**src/rtl/rc5_key_loader_pkg.sv**
```systemverilog
// Shared RC5 constants plus the key-loader FSM encoding and its default sizing.
package rc5_key_loader_pkg;

  localparam int          W  = 32;
  localparam int          R  = 12;
  localparam logic [31:0] PW = 32'hB7E1_5163;
  localparam logic [31:0] QW = 32'h9E37_79B9;

  localparam int DEFAULT_B       = 16;
  localparam int DEFAULT_TIMEOUT = 255;
  localparam int WAIT_CNT_W      = 8;

  typedef enum logic [1:0] {
    ST_IDLE  = 2'd0,
    ST_LOAD  = 2'd1,
    ST_START = 2'd2,
    ST_WAIT  = 2'd3
  } state_e;

endpackage

```
**src/rtl/rc5_key_loader_if.sv**
```systemverilog
// Key-byte stream, command handshake and core key/start/done signals of the loader.
interface rc5_key_loader_if #(
  parameter int B_LENGTH = 4
);
  logic                iKeyStart;
  logic [7:0]          iKeyByte;
  logic                iKeyValid;
  logic                oKeyReady;
  logic                iCmdValid;
  logic                iCmdOp;
  logic                oCmdReady;
  logic [7:0]          oKey_sub_i;
  logic [B_LENGTH-1:0] oKey_address;
  logic                oWen;
  logic                oStartCipher;
  logic                oStartDecipher;
  logic                iDoneCipher;
  logic                iDoneDecipher;
  logic                oKeyLoaded;
  logic                oBusy;
  logic                oDone;
  logic                oError;

  modport slave (
    input  iKeyStart, iKeyByte, iKeyValid, iCmdValid, iCmdOp, iDoneCipher, iDoneDecipher,
    output oKeyReady, oCmdReady, oKey_sub_i, oKey_address, oWen, oStartCipher,
           oStartDecipher, oKeyLoaded, oBusy, oDone, oError
  );

  modport master (
    output iKeyStart, iKeyByte, iKeyValid, iCmdValid, iCmdOp, iDoneCipher, iDoneDecipher,
    input  oKeyReady, oCmdReady, oKey_sub_i, oKey_address, oWen, oStartCipher,
           oStartDecipher, oKeyLoaded, oBusy, oDone, oError
  );
endinterface

```
**src/rtl/rc5_key_loader.sv**
```systemverilog
// Streams a B-byte key into the RC5 core key memory, then launches cipher/decipher
// operations and waits for the core's done edge with a bounded timeout.
module rc5_key_loader
  import rc5_key_loader_pkg::*;
#(
  parameter int B        = DEFAULT_B,
  parameter int B_LENGTH = $clog2(B),
  parameter int TIMEOUT  = DEFAULT_TIMEOUT
) (
  input logic            clk,
  input logic            rst,
  rc5_key_loader_if.slave bus
);

  state_e                r_state;
  logic [B_LENGTH-1:0]   r_key_cnt;
  logic [WAIT_CNT_W-1:0] r_wait_cnt;
  logic                  r_op;
  logic                  r_done_prev;
  logic                  r_wen;
  logic [7:0]            r_key_byte;
  logic [B_LENGTH-1:0]   r_key_addr;
  logic                  r_start_cipher;
  logic                  r_start_decipher;
  logic                  r_key_loaded;
  logic                  r_done;
  logic                  r_error;

  logic                  w_done_sel;
  logic                  w_done_edge;
  logic                  w_cmd_ready;
  logic [WAIT_CNT_W-1:0] w_wait_next;

  // Done level of the core selected by the latched operation.
  always_comb begin
    if (r_op) begin
      w_done_sel = bus.iDoneDecipher;
    end else begin
      w_done_sel = bus.iDoneCipher;
    end
  end

  assign w_done_edge = w_done_sel & ~r_done_prev;
  assign w_cmd_ready = (r_state == ST_IDLE) & r_key_loaded & ~bus.iKeyStart;
  assign w_wait_next = r_wait_cnt + 8'd1;

  // Main FSM: key streaming, start pulse generation and done/timeout tracking.
  always_ff @(posedge clk or negedge rst) begin
    if (!rst) begin
      r_state          <= ST_IDLE;
      r_key_cnt        <= '0;
      r_wait_cnt       <= '0;
      r_op             <= 1'b0;
      r_done_prev      <= 1'b0;
      r_wen            <= 1'b0;
      r_key_byte       <= 8'd0;
      r_key_addr       <= '0;
      r_start_cipher   <= 1'b0;
      r_start_decipher <= 1'b0;
      r_key_loaded     <= 1'b0;
      r_done           <= 1'b0;
      r_error          <= 1'b0;
    end else begin
      r_wen            <= 1'b0;
      r_start_cipher   <= 1'b0;
      r_start_decipher <= 1'b0;
      r_done           <= 1'b0;
      r_error          <= 1'b0;
      r_done_prev      <= w_done_sel;
      case (r_state)
        ST_IDLE: begin
          if (bus.iKeyStart) begin
            r_key_cnt    <= '0;
            r_key_loaded <= 1'b0;
            r_state      <= ST_LOAD;
          end else if (bus.iCmdValid && w_cmd_ready) begin
            r_op             <= bus.iCmdOp;
            r_start_cipher   <= ~bus.iCmdOp;
            r_start_decipher <= bus.iCmdOp;
            r_state          <= ST_START;
          end else begin
            r_state <= ST_IDLE;
          end
        end
        ST_LOAD: begin
          if (bus.iKeyValid) begin
            r_wen      <= 1'b1;
            r_key_byte <= bus.iKeyByte;
            r_key_addr <= r_key_cnt;
            if (r_key_cnt == B_LENGTH'(B - 1)) begin
              r_key_cnt    <= '0;
              r_key_loaded <= 1'b1;
              r_state      <= ST_IDLE;
            end else begin
              r_key_cnt <= r_key_cnt + B_LENGTH'(1);
            end
          end else begin
            r_state <= ST_LOAD;
          end
        end
        ST_START: begin
          r_wait_cnt <= '0;
          r_state    <= ST_WAIT;
        end
        ST_WAIT: begin
          r_wait_cnt <= w_wait_next;
          // A done edge takes priority over a simultaneous timeout.
          if (w_done_edge) begin
            r_done  <= 1'b1;
            r_state <= ST_IDLE;
          end else if (w_wait_next == WAIT_CNT_W'(TIMEOUT)) begin
            r_error <= 1'b1;
            r_state <= ST_IDLE;
          end else begin
            r_state <= ST_WAIT;
          end
        end
        default: begin
          r_state <= ST_IDLE;
        end
      endcase
    end
  end

  assign bus.oKeyReady      = (r_state == ST_LOAD);
  assign bus.oCmdReady      = w_cmd_ready;
  assign bus.oKey_sub_i     = r_key_byte;
  assign bus.oKey_address   = r_key_addr;
  assign bus.oWen           = r_wen;
  assign bus.oStartCipher   = r_start_cipher;
  assign bus.oStartDecipher = r_start_decipher;
  assign bus.oKeyLoaded     = r_key_loaded;
  assign bus.oBusy          = (r_state != ST_IDLE);
  assign bus.oDone          = r_done;
  assign bus.oError         = r_error;

endmodule

```
**src/flat_wrapper.sv**
```systemverilog
// flat-port wrapper written by rule: the top's interface ports become plain ports
module rc5_key_loader_flat import rc5_key_loader_pkg::*;
#(
  parameter int B        = DEFAULT_B,
  parameter int B_LENGTH = $clog2(B),
  parameter int TIMEOUT  = DEFAULT_TIMEOUT
)
  (clk, rst, bus_iKeyStart, bus_iKeyByte, bus_iKeyValid, bus_iCmdValid, bus_iCmdOp, bus_iDoneCipher, bus_iDoneDecipher, bus_oKeyReady, bus_oCmdReady, bus_oKey_sub_i, bus_oKey_address, bus_oWen, bus_oStartCipher, bus_oStartDecipher, bus_oKeyLoaded, bus_oBusy, bus_oDone, bus_oError);
  rc5_key_loader_if #(.B_LENGTH(B_LENGTH)) bus_i ();
  input logic clk;
  input logic rst;
  input wire logic [$bits(bus_i.iKeyStart)-1:0] bus_iKeyStart;
  input wire logic [$bits(bus_i.iKeyByte)-1:0] bus_iKeyByte;
  input wire logic [$bits(bus_i.iKeyValid)-1:0] bus_iKeyValid;
  input wire logic [$bits(bus_i.iCmdValid)-1:0] bus_iCmdValid;
  input wire logic [$bits(bus_i.iCmdOp)-1:0] bus_iCmdOp;
  input wire logic [$bits(bus_i.iDoneCipher)-1:0] bus_iDoneCipher;
  input wire logic [$bits(bus_i.iDoneDecipher)-1:0] bus_iDoneDecipher;
  output wire logic [$bits(bus_i.oKeyReady)-1:0] bus_oKeyReady;
  output wire logic [$bits(bus_i.oCmdReady)-1:0] bus_oCmdReady;
  output wire logic [$bits(bus_i.oKey_sub_i)-1:0] bus_oKey_sub_i;
  output wire logic [$bits(bus_i.oKey_address)-1:0] bus_oKey_address;
  output wire logic [$bits(bus_i.oWen)-1:0] bus_oWen;
  output wire logic [$bits(bus_i.oStartCipher)-1:0] bus_oStartCipher;
  output wire logic [$bits(bus_i.oStartDecipher)-1:0] bus_oStartDecipher;
  output wire logic [$bits(bus_i.oKeyLoaded)-1:0] bus_oKeyLoaded;
  output wire logic [$bits(bus_i.oBusy)-1:0] bus_oBusy;
  output wire logic [$bits(bus_i.oDone)-1:0] bus_oDone;
  output wire logic [$bits(bus_i.oError)-1:0] bus_oError;
  assign bus_i.iKeyStart = bus_iKeyStart;
  assign bus_i.iKeyByte = bus_iKeyByte;
  assign bus_i.iKeyValid = bus_iKeyValid;
  assign bus_i.iCmdValid = bus_iCmdValid;
  assign bus_i.iCmdOp = bus_iCmdOp;
  assign bus_i.iDoneCipher = bus_iDoneCipher;
  assign bus_i.iDoneDecipher = bus_iDoneDecipher;
  assign bus_oKeyReady = bus_i.oKeyReady;
  assign bus_oCmdReady = bus_i.oCmdReady;
  assign bus_oKey_sub_i = bus_i.oKey_sub_i;
  assign bus_oKey_address = bus_i.oKey_address;
  assign bus_oWen = bus_i.oWen;
  assign bus_oStartCipher = bus_i.oStartCipher;
  assign bus_oStartDecipher = bus_i.oStartDecipher;
  assign bus_oKeyLoaded = bus_i.oKeyLoaded;
  assign bus_oBusy = bus_i.oBusy;
  assign bus_oDone = bus_i.oDone;
  assign bus_oError = bus_i.oError;
  rc5_key_loader #(.B(B), .B_LENGTH(B_LENGTH), .TIMEOUT(TIMEOUT)) u_core (.clk(clk), .rst(rst), .bus(bus_i));
endmodule
```
**config.mk**
```make
export PLATFORM = sky130hd
export DESIGN_NAME = rc5_key_loader_flat
export DESIGN_NICKNAME = d
export VERILOG_FILES = /design/src/rtl/rc5_key_loader_pkg.sv /design/src/rtl/rc5_key_loader_if.sv /design/src/rtl/rc5_key_loader.sv /design/src/flat_wrapper.sv
export SDC_FILE = /design/constraint.sdc
export NUM_CORES = 1
export LEC_CHECK = 0
export CAP_MARGIN = 30
export CORE_ASPECT_RATIO = 0.8
export CORE_MARGIN = 2
export CORE_UTILIZATION = 40
export CTS_BUF_LIST = sky130_fd_sc_hd__clkbuf_4
export DETAILED_ROUTE_END_ITERATION = 10
export PLACE_DENSITY = 0.67
export SLEW_MARGIN = 20
export SYNTH_ARGS = -nofsm -noshare
export SYNTH_HDL_FRONTEND = slang
export SYNTH_SLANG_ARGS = --single-unit
export TNS_END_PERCENT = 5
```
**constraint.sdc**
```tcl
create_clock -name clk -period 3.9 [get_ports clk]
set_clock_uncertainty 0.15 [all_clocks]
set_input_delay 0.585 -clock clk [delete_from_list [all_inputs] [get_ports clk]]
set_output_delay 0.585 -clock clk [all_outputs]
set_load 0.1 [all_outputs]
```
After elaboration in Yosys (flattened, before gate mapping)
Index checks and enable logic that the tools add are counted.

Register bits: 34. Bits of input ports: 16. Logic and storage cells: 69.

Add/sub/neg operators: 2. Equal/unequal tests: 9. Mux-type cells: 30. Bitwise gates (word level): 6. Reduce and logical (&&, ||, !) cells: 9.

Operators by type and width (count): 2-to-1 mux 1 bit (17); case mux 8 bit (2 select lines) (1); 2-to-1 mux 2 bit (6); 2-to-1 mux 4 bit (3); adder 8 x 1 -> 8 bit, second input constant (1); == test 8 bit, second input constant (1); case mux 2 bit (4 select lines) (1); case mux 4 bit (2 select lines) (1); AND reduction 3 bit (2); nonzero test 2 bit (3); adder 4 x 1 -> 4 bit, second input constant (1); == test 2 bit, second input constant (2); == test 4 bit, second input constant (1); inequality test 2 bit, second input constant (2); AND reduction 4 bit (1); bitwise AND 1 bit (3); inequality test 3 x 2 -> 1 bit, second input constant (1); inverter 1 bit (3); == test 2 x 1 -> 1 bit, second input constant (1); logical NOT 2 bit (1); inequality test 2 x 1 -> 1 bit, second input constant (1); case mux 1 bit (2 select lines) (1); AND reduction 2 bit (1); logical AND 1 bit (1).

Depth between registers and ports, before layout
Depth after elaboration: 7. Gate-level depth with buffers: 6.

Worst setup path before layout
OpenSTA, ideal clock, no wires.

Path type: flip-flop to output port. From: register u_core.r_key_loaded (netlist: u_core.bus.oKeyLoaded). To: output bus_oCmdReady. Data arrival time: 1.792 ns. Required time: 3.165 ns. Path slack: 1.373 ns. Cell stages (with the launch flop): 2. Path through: dfrtp_1 > and2_1.

Word-level cells in the longest chain between the ends: 2.

Ends and longest elaborated chain: from (decl) (line rc5_key_loader.sv:25) `logic r_key_loaded;`; from (signal assigned) (line rc5_key_loader.sv:60) `r_key_loaded <= 1'b0;`; from (signal assigned) (line rc5_key_loader.sv:74) `r_key_loaded <= 1'b0;`; from (signal assigned) (line rc5_key_loader.sv:92) `r_key_loaded <= 1'b1;`; bitwise AND 1 bit (2 in series) (line rc5_key_loader.sv:44) `assign w_cmd_ready = (r_state == ST_IDLE) & r_key_loaded & ~bus.iKeyStart;`; to (decl) (line flat_wrapper.sv:20) `output wire logic [$bits(bus_i.oCmdReady)-1:0] bus_oCmdReady;`.

Every way passes these cells.

Worst setup path after layout
From: register u_core.r_state[1]. To: output bus_oBusy.

Word-level cells in the longest chain between the ends: 1.

Ends and longest elaborated chain: from (decl) (line rc5_key_loader.sv:15) `state_e r_state;`; from (signal assigned) (line rc5_key_loader.sv:50) `r_state <= ST_IDLE;`; from (signal assigned) (line rc5_key_loader.sv:75) `r_state <= ST_LOAD;`; from (signal assigned) (line rc5_key_loader.sv:80) `r_state <= ST_START;`; nonzero test 2 bit (line rc5_key_loader.sv:133) `assign bus.oBusy = (r_state != ST_IDLE);`; to (decl) (line flat_wrapper.sv:27) `output wire logic [$bits(bus_i.oBusy)-1:0] bus_oBusy;`.

Every way passes these cells.

==> metrics <==
outcome completed; TritonCTS Buffers 5; CTS max path bufs 2; antenna cells 0; most frequent cell after synthesis nand2_1; Final ANT Viol Nets 0; number of setup violations in the final report 0; FF-to-FF End u_core.r_key_cnt[2]; Remaining Overflow, GRT 0; Setup Fix Bufs, Post-CTS 0; PortBufs 36; crit start category flip-flop; post-detail-place hpwl 2530 um; crit path kind reg2out; die area 0.00439 mm^2; Comb pwr share 35.0%; crit path time final 3080 ps; Mapped Cells 160; Critical Path AT 2350 ps; Syn Area/Cell 9.68 um^2; CP max FO 13; TritonCTS clock tree done; Worst Hold Launch u_core.bus.oKey_sub_i[6]; FP Rows 20; violation count after the first detailed-routing iteration 76; first drt pass iteration count 4; synthesized flop and latch total 34; die span in y 59.7 um; first-pass GRT wire length 5960 um; vias in the first global route 1323; mapped cell area 0.00155 mm^2; worst path required time 3160 ps; FF-to-FF path depth 5; pwr dens 518 mW/mm^2; Final Wtd Congestion 0.838; largest net degree at the start of global routing 35; Fin. Hold Viols 0; CP Capture Type output port; sequential area share after synthesis 54.9%; share of cells above drive strength 1 8.00%; worst hold path depth 2; Via density 5.31; Synth Flop Type dfrtp_1; Max Freq 0.325 GHz; Async SR Flop Fraction 100%; clock latency on the worst-skew pair 340 ps; CTS resizes 0; Setup TNS Final 0 ps; register share of total power 42.1%; r2r startpoint u_core.r_state[1]; number of max-cap violations 0; final layout net count 219; Clock Power Share 22.9%; post-route total power 1050 uW; YS warnings 0; switching share of power 40.6%; crit share post-route 79.0%; FF-to-FF setup slack 1500 ps; I/O pin total 37; final wirelength 3410 um; Syn-to-layout area delta 30.5%; internal power 622 uW; die width 73.6 um; count of cell types in the netlist 37; DRC viols 0; P_leak 0.000973 uW; Reg clk slew, reported paths 100 ps; via count 1296; Starting Density 41.3%; Sw Pwr 426 uW; Worst Hold Class reg2reg; Slew @ Worst Pin 976 ps; Synth top area share 54.9%; root buffer cell clkbuf_4; top cells by area, synth dfrtp_1 55%, nand2_1 10%, a21oi_1 3.6%; All-Layer GR Usage 17.9%; Max VDD drop 0.330 mV; Hold-fix buffers, CTS 0; Post-synth EDFFs 0; Max-slew headroom 34.8%; FILL cells 355; Core Area 0.00375 mm^2; CTS H-tree lvls 2; sink of the worst hold path u_core.bus.oKey_sub_i[6]; routed len/inst 14.0 um; largest area contributor in the netlist dfrtp_1; Commonest cells post-synth 42 x nand2_1, 34 x dfrtp_1, 11 x a21oi_1; Mapped Nets 179; Final Max Slew Viols 0; Sink Count 34; RSZ-0062 raised after global routing false; initial antenna violation count 0
-- cells in the final DEF, fill, tap and decap left out, drive strengths merged, types with 4 or more instances in the layout --
cell,instances
a21oi,11
inv,9
nand2,42
o21ai,8
nor2,5
dfrtp,34
nand3,4
clkbuf,5
a21o,4
clkdlybuf4s50,34
-- power by group through the flow --
stage                     clock network, uW  registers [uW]  logic [uW]
after CTS                               250             440         370
after global routing                    265             447         389
final                                   240             440         367
after global placement                    0             442         365
after detailed placement                  0             446         369
after floorplan                           0             636        72.7
-- metal layers --
| metal | vias up | routed length, um | part of all wire (%) | GRT usage, % |
|---|---|---|---|---|
| li1 | 624 | - | - | - |
| met1 | 636 | 1600 | 47 | 23.1 |
| met2 | 32 | 1600 | 47 | 28.7 |
| met3 | 4 | 172 | 5.0 | 5.23 |
| met4 | 0 | 40 | 1.2 | 7.01 |
| met5 | - | 0 | 0 | 0 |
-- critical path: stages, from the launching register on --
cell	delay, ps
dfrtp_1	610
nor2_1	200
inv_1	80
clkdlybuf4s50_1	1120
-- layout make-up --
type	instances	area [um^2]	share of cell area [%]
clock buffers	5	37.5	1.86
clock inverters	2	33.8	1.67
inverters	10	37.5	1.86
multi-input cells	112	644	31.9
flip-flops and latches	34	851	42.1
well taps	44	55.1	2.72
repair buffers	37	363	17.9
-- flip-flops by register name, summed over array words and instances (netlist names) --
name,flops
u_core.bus.oKey_sub_i,8
u_core.r_wait_cnt,8
u_core.bus.oKey_address,4
u_core.r_key_cnt,4
u_core.r_state,2
u_core.bus.oDone,1
u_core.bus.oError,1
u_core.bus.oKeyLoaded,1
u_core.bus.oStartCipher,1
u_core.bus.oStartDecipher,1
u_core.bus.oWen,1
u_core.r_done_prev,1
u_core.r_op,1
-- how the worst max path moves through the flow --
stage                          startpoint       endpoint
finish                  u_core.r_state[1]      bus_oBusy
CTS                     u_core.r_state[1]      bus_oBusy
global route            u_core.r_state[1]      bus_oBusy
detailed placement      u_core.r_state[1]      bus_oBusy
floorplan           u_core.bus.oKeyLoaded  bus_oCmdReady
global placement        u_core.r_state[1]      bus_oBusy
-- kinds of logic (layout without fill, tap and decap cells) --
kind of cell               after synthesis  in the layout  share of synthesized area, %
adders and majority gates                3              3                          2.42
muxes                                    2              2                          1.29
xor gates and xnor gates                 2              2                          1.13
AOI/OAI and AO/OA                       36             36                          15.3
DFF                                     34             34                          54.9
buffers and inverters                   14             54                          3.47
and+or+nand+nor                         69             69                          21.5
-- per-stage QoR --
stage	hold slack [ps]	util [%]	instances	setup WS [ps]	area, um^2
after CTS	347	53.9	244	786	2020
final	340	53.9	244	819	2020
after global placement	312	52.0	237	1220	1950
after global routing	365	53.9	244	698	2020
after detailed placement	320	52.0	237	1170	1950
after floorplan	139	-	160	1370	1550
(Power assumes the default switching activity.)
